===== src/rtl/sample_sdiv_11ns_6nu.sv =====
// Iterative restoring divider: signed 11-bit dividend / unsigned 6-bit divisor.
// Latency: done 12 ce-qualified cycles after start is accepted; one quotient bit per cycle.
// Backpressure: none; start is ignored while busy, ce=0 freezes all state and outputs.
module sample_sdiv_11ns_6nu #(
   parameter logic [31:0] ID         = 32'd1,
   parameter logic [31:0] din0_WIDTH = 32'd11,
   parameter logic [31:0] din1_WIDTH = 32'd6,
   parameter logic [31:0] dout_WIDTH = 32'd11
) (
   input  logic                  clk,
   input  logic                  reset,
   input  logic                  ce,
   input  logic                  start,
   input  logic [din0_WIDTH-1:0] din0,
   input  logic [din1_WIDTH-1:0] din1,
   output logic                  busy,
   output logic                  done,
   output logic [dout_WIDTH-1:0] dout,
   output logic [din1_WIDTH:0]   remd
);

   localparam int W0 = int'(din0_WIDTH);
   localparam int W1 = int'(din1_WIDTH);
   localparam int CW = $clog2(W0);

   typedef enum logic [1:0] {IDLE, CALC, FIX} state_t;

   // Instance identifier has no functional effect.
   logic unused_id;
   assign unused_id = ^ID;

   state_t          state_q, state_d;
   logic            sign_q, sign_d;
   // Dividend magnitude, shifted out MSB first while quotient bits shift in at the LSB.
   // Held unsigned, so |-1024| = 1024 still fits in W0 bits.
   logic [W0-1:0]   a_q, a_d;
   logic [W1-1:0]   div_q, div_d;
   logic [W1-1:0]   rem_q, rem_d;
   logic [CW-1:0]   cnt_q, cnt_d;
   logic            busy_q, busy_d;
   logic            done_q, done_d;
   logic [W0-1:0]   dout_q, dout_d;
   logic [W1:0]     remd_q, remd_d;

   logic [W1:0]     pr;
   logic            ge;

   // Partial remainder with the next dividend bit shifted in, and the trial-subtract decision.
   assign pr = {rem_q, a_q[W0-1]};
   assign ge = (pr >= {1'b0, div_q});

   // State register; ce=0 holds everything, reset overrides ce.
   always_ff @(posedge clk) begin
      if (reset) begin
         state_q <= IDLE;
         sign_q  <= 1'b0;
         a_q     <= '0;
         div_q   <= '0;
         rem_q   <= '0;
         cnt_q   <= '0;
         busy_q  <= 1'b0;
         done_q  <= 1'b0;
         dout_q  <= '0;
         remd_q  <= '0;
      end else if (ce) begin
         state_q <= state_d;
         sign_q  <= sign_d;
         a_q     <= a_d;
         div_q   <= div_d;
         rem_q   <= rem_d;
         cnt_q   <= cnt_d;
         busy_q  <= busy_d;
         done_q  <= done_d;
         dout_q  <= dout_d;
         remd_q  <= remd_d;
      end
   end

   // Next-state logic: capture, restoring iterations, then sign fix-up / divide-by-zero override.
   always_comb begin
      state_d = state_q;
      sign_d  = sign_q;
      a_d     = a_q;
      div_d   = div_q;
      rem_d   = rem_q;
      cnt_d   = cnt_q;
      busy_d  = busy_q;
      done_d  = 1'b0;
      dout_d  = dout_q;
      remd_d  = remd_q;
      case (state_q)
         IDLE: begin
            if (start) begin
               sign_d  = din0[W0-1];
               a_d     = din0[W0-1] ? (~din0 + 1'b1) : din0;
               div_d   = din1;
               rem_d   = '0;
               cnt_d   = '0;
               busy_d  = 1'b1;
               state_d = CALC;
            end
         end
         CALC: begin
            rem_d = ge ? W1'(pr - {1'b0, div_q}) : pr[W1-1:0];
            a_d   = {a_q[W0-2:0], ge};
            cnt_d = cnt_q + 1'b1;
            if (cnt_q == CW'(W0 - 1)) begin
               state_d = FIX;
            end
         end
         FIX: begin
            if (div_q == '0) begin
               // Saturate toward the dividend's sign; remainder is meaningless so report 0.
               dout_d = sign_q ? {1'b1, {(W0-1){1'b0}}} : {1'b0, {(W0-1){1'b1}}};
               remd_d = '0;
            end else begin
               // Truncation toward zero: both quotient and remainder take the dividend's sign.
               dout_d = sign_q ? -a_q : a_q;
               remd_d = sign_q ? -{1'b0, rem_q} : {1'b0, rem_q};
            end
            done_d  = 1'b1;
            busy_d  = 1'b0;
            state_d = IDLE;
         end
         default: state_d = IDLE;
      endcase
   end

   assign busy = busy_q;
   assign done = done_q;
   assign dout = dout_q;
   assign remd = remd_q;

endmodule


===== config.mk =====
export PLATFORM = sky130hd
export DESIGN_NAME = sample_sdiv_11ns_6nu
export DESIGN_NICKNAME = d
export VERILOG_FILES = /design/src/rtl/sample_sdiv_11ns_6nu.sv
export SDC_FILE = /design/constraint.sdc
export NUM_CORES = 1
export LEC_CHECK = 0
export CELL_PAD_IN_SITES_DETAIL_PLACEMENT = 0
export CELL_PAD_IN_SITES_GLOBAL_PLACEMENT = 1
export CORE_MARGIN = 3
export CORE_UTILIZATION = 37
export DETAILED_ROUTE_END_ITERATION = 16
export HOLD_SLACK_MARGIN = 0.06
export PLACE_DENSITY = 0.8
export SYNTH_ARGS = -nofsm -noshare
export SYNTH_HDL_FRONTEND = slang
export SYNTH_SLANG_ARGS = --single-unit

===== constraint.sdc =====
create_clock -name clk -period 2.1 [get_ports clk]
set_input_delay 0.42 -clock clk [delete_from_list [all_inputs] [get_ports clk]]
set_output_delay 0.42 -clock clk [all_outputs]
set_load 0.01 [all_outputs]

Word-level counts from Yosys, hierarchy flattened
Index checks and enable logic that the tools add are counted.

Flip-flop bits (word level): 50. Bits of input ports: 21.

$add $sub $neg: 5. Order comparisons: 1. Eq/ne operators: 5. Multiplexer cells: 19. Bitwise gates (word level): 1. Reduce and logical (&&, ||, !) cells: 9.

Operators with widths (count): $mux W11 (5); $pmux W11 S2 (1); $mux W7 (2); $mux W6 (2); $pmux W6 S2 (1); $reduce_and A3 Y1 (4); $add A11 B1 Y11 const B (1); $neg A11 Y11 (1); $not A11 Y11 (1); $pmux W4 S2 (1); $ge A7 B6 Y1 (1); $neg A6 Y7 (1); $logic_not A6 Y1 (1); $sub A6 B6 Y6 (1); $add A4 B1 Y4 const B (1); $eq A4 B4 Y1 const B (1); $mux W2 (2); $mux W4 (1); $ne A2 B2 Y1 const B (2); $pmux W2 S2 (1); $reduce_bool A2 Y1 (2); $eq A2 B1 Y1 const B (1); $eq A2 B2 Y1 const B (1); $logic_not A2 Y1 (1); 3 further kinds (4).

Longest topological paths before layout
Depth in word-level cells: 5. Mapped depth: 9. Gate-level depth less buffers: 9.

Worst setup path before layout
OpenSTA, ideal clock, no wires.

Kind: register -> register. Start point: register div_q[1]. End point: register rem_q[0]. Setup time: 0.074 ns. Arrival time: 1.965 ns. Required time: 2.026 ns. Path slack: 0.061 ns. Cell stages (with the launch flop): 8. Path buffers: 0. Period minus slack after synthesis: 2.039 ns. Cell sequence: dfxtp_1 -> inv_1 -> ha_1 -> nor2b_1 -> o31ai_1 -> o211ai_1 -> mux2_2 -> o21ai_0.

Cells in the longest elaborated chain, start to end: 3.

RTL lines: start: declaration (line 37) `logic [W1-1:0] div_q, div_d;`; start signal: assignment (line 69) `div_q <= div_d;`; $ge A7 B6 Y1 (line 50) `assign ge = (pr >= {1'b0, div_q});`; $mux W6 (line 104) `rem_d = ge ? W1'(pr - {1'b0, div_q}) : pr[W1-1:0];`; $pmux W6 S2 (line 91) `case (state_q)`; end signal: assignment (line 70) `rem_q <= rem_d;`; end: declaration (line 38) `logic [W1-1:0] rem_q, rem_d;`.

Every way passes these cells. A chain may end at the register's enable or synchronous reset.

Final worst setup path
Start point: register div_q[5]. End point: register rem_q[0].

The elaborated chain is that of the path after synthesis.

==> impl_metrics.ini <==
[outcome]
status = finished, final reports clean

[clock_tree]
clockBufferDepth = 2
clock_latency_ps = 290
hold_buffers = 0
cts_buffers = 5
clockRootBuffer = clkbuf_8
htreeDepth = 2
numClockSinks = 50
path_clk_slew_ps = 90
cts_tree = yes

[synth]
ys.flop_type = dfxtp_1
ys_async_sr_fraction_pct = 0
ys_warn_count = 0
mappedNetlistArea_um2 = 2914
synth_nets = 400
yosysSeqAreaShare_pct = 34.35
synth_edf_count = 0
synth_cell_types = 58
synth.avg_cell_area_um2 = 7.962
syn_inst = 366
ys_ff_latch = 50

[floorplanning]
ios = 41
rows = 31
die_h_um = 94.75
die_x_um = 94.75
dieArea_um2 = 8977
core_um2 = 7447
initial_core_util_pct = 39.13

[drt]
drtPass1Iterations = 4
drt-vias-per-instance = 5.201
wl_per_cell_um = 13.54
drc = 0
finalWirelength_mm = 7.407
num_vias = 2845
ant_nets = 0
drt_iter0_markers = 116

[place]
dp_hpwl_mm = 5.672
io_buffers = 40
dpl_cell_area_um2 = 3776
place_congestion = 0.8261
pre_cts_ws_ps = -398.0

[sta]
tightestPinTransition_ps = 432.8
drv_slew = 0
min_period_ps = 2020
finalSetupViolCount = 0
period_share_pct = 96.20
final_hold_viol_count = 0
slew_headroom_pct = 71.09
holdWs_ps = 455.5
skew_ps = 7.268
post-route-worst-setup-slack_ps = 79.86
max_freq_ghz = 0.4950

[power_and_ir_drop]
powerDensity_nw_per_um2 = 532.3
clkPwrFrac_pct = 25.0
irDropWorstVdd_mv = 0.2990
switching_share_pct = 28.77
internal_power_mw = 1.490
leakage_nw = 1.562
switchingPower_mw = 0.6016
seqPwrFrac_pct = 48.0
comb_power_share_pct = 27.1

[worst_setup_path]
endpoint_kind = register
cpLargestDelayFamily = simple AND/OR/NAND/NOR gates
startpoint_type = register
rrSetupSlack_ps = 80
arrival_ps = 2240
critical_path.cell_chain = inv_1 > ha_1 > nand3b_1 > or2_2 > o211ai_1 > buf_4 > mux2_2 > o21ai_0
critPathMaxFanout = 5
max_stage_delay_ps = 370
worstSetupPathType = reg2reg
worstPathRequired_ps = 2320
crit_buf_inv = 2
crit_slowest_cell = dfxtp_1

[grt]
antenna_found_initial = 0
met3_usage_pct = 2.629
track_usage_pct = 17.37
grtUsageMet2_pct = 28.36
grt_max_degree = 23
grt_overflow_total = 0
grt_pass1_vias = 2671
grt-busiest-layer = met2
grt_use_met1_pct = 24.15
grt_pass1_wl_mm = 12.55

[cells_and_area]
fin_nets = 482
diodes = 0
stdcell_area_um2 = 3929
drive_gt1_share_pct = 16.96
nFillCells = 742
syn2layout_area_growth_pct = 34.82

[min_path]
min-delay-path-class = reg2reg

[flow_run]
maxCapViolations = 0
tightest hold or removal path, cell delays in order (launching register included):
cell and delay [ps]:
dfxtp_1 320, nand2_1 50, a21oi_1 50
cell usage after synthesis (3+ instances only):
| library cell | number | area share (%) |
|---|---|---|
| nand3b_1 | 3 | 0.77 |
| xor2_1 | 7 | 2.1 |
| o21ai_0 | 14 | 2.4 |
| nor2b_1 | 5 | 1.1 |
| mux2i_1 | 7 | 2.4 |
| ha_1 | 12 | 5.2 |
| dfxtp_1 | 50 | 34 |
| nand2b_1 | 4 | 0.86 |
| a211oi_1 | 6 | 1.5 |
| clkbuf_1 | 16 | 2.1 |
| a21oi_1 | 36 | 6.2 |
| nand2_1 | 40 | 5.2 |
| o211ai_1 | 5 | 1.3 |
| nor2_1 | 43 | 5.5 |
| o31ai_1 | 5 | 1.3 |
| a221oi_1 | 3 | 0.90 |
| a22oi_1 | 8 | 2.1 |
| or4_1 | 5 | 1.3 |
| a31oi_1 | 3 | 0.64 |
| a211o_1 | 4 | 1.2 |
| a21o_1 | 3 | 0.77 |
| nor4_1 | 6 | 1.3 |
| nand3_1 | 4 | 0.69 |
| inv_1 | 18 | 2.3 |
| nor3_1 | 9 | 1.5 |
| xnor2_1 | 10 | 3.0 |
routing by layer:
| layer | vias up | part of all wire (%) | wire (µm) |
|---|---|---|---|
| li1 | 1469 | - | - |
| met1 | 1299 | 48 | 3577 |
| met2 | 71 | 47 | 3466 |
| met3 | 6 | 4.0 | 298 |
| met4 | 0 | 0.88 | 65 |
| met5 | - | 0 | 0 |
final timing paths:
path | cells after the start | endpoint | startpoint
min reg2reg | 2 | remd[2] | remd[2]
min | 2 | remd[2] | remd[2]
max reg2reg | 8 | rem_q[0] | div_q[5]
max | 8 | rem_q[0] | div_q[5]
kinds of logic (layout without fill, tap and decap cells):
group | Yosys count | in the layout | synth area share (%)
xor+xnor | 17 | 17 | 5.109
flops | 50 | 50 | 34.35
simple gates | 134 | 134 | 23.06
compound gates | 105 | 105 | 23.53
fa+ha+maj | 13 | 13 | 5.839
buf+inv | 39 | 121 | 5.324
mux | 8 | 8 | 2.791
power groups by stage:
stage / clock (mW) / combinational (mW) / sequential [mW]
6_report: 0.522 / 0.566 / 1.00
5_1_grt: 0.579 / 0.625 / 1.01
4_1_cts: 0.547 / 0.553 / 1.00
3_5_place_dp: 0 / 0.538 / 1.03
3_3_place_gp: 0 / 0.529 / 1.02
2_1_floorplan: 0 / 0.329 / 1.02
metrics by stage:
| step | util, % | TNS, ps | instances | power (mW) |
|---|---|---|---|---|
| after global placement | 50.71 | -1434 | 537 | 1.553 |
| after floorplan | - | 0 | 366 | 1.350 |
| after global routing | 52.76 | -18.08 | 547 | 2.212 |
| after CTS | 52.17 | 0 | 546 | 2.103 |
| after detailed placement | 50.71 | -1760 | 537 | 1.563 |
| final | 52.76 | 0 | 547 | 2.091 |
flip-flops by register name, summed over array words and instances, names as in the netlist:
name,flops
remd,7
sign_q,1
busy,1
dout,11
state_q,2
a_q,11
cnt_q,4
done,1
div_q,6
rem_q,6
cell usage in the layout (no fill, tap or decap), types with 3 or more instances in the layout:
cell             synthesis  final
dfxtp_1                 50     50
a21o_1                   3      3
a221oi_1                 3      3
o31ai_1                  5      4
ha_1                    12     11
nor3_1                   9      8
mux2i_1                  7      7
nor2_1                  43     43
a211oi_1                 6      3
or4_4                    2      3
clkbuf_8                 0      5
a31oi_1                  3      3
buf_4                    0     53
dlymetal6s2s_1           0      5
a22oi_1                  8      8
xnor2_1                 10     10
a21oi_1                 36     36
nor4_1                   6      6
nand3_1                  4      4
nand3b_1                 3      3
inv_1                   18     18
a211o_1                  4      4
nor2b_1                  5      5
clkdlybuf4s50_1          0     35
xor2_1                   7      7
o21ai_0                 14     14
nand2b_1                 4      4
or4_1                    5      4
nand2_1                 40     40
o211ai_1                 5      5
a211oi_2                 0      3
area by class of cell:
class	instances	area, µm²	area share (%)
Multi-Input combinational cell	277	1805	45.96
Inverter	19	71.32	1.815
Tap cell	99	123.9	3.153
Sequential cell	50	1001	25.48
Timing Repair Buffer	95	850.8	21.66
Clock buffer	7	76.32	1.943
repair_timing:
item,in CTS,in global routing
endpoints found under the setup margin,5,12
resized for setup,4,10
setup buffers,2,1
pin swaps,4,6
(Power assumes the default switching activity.)
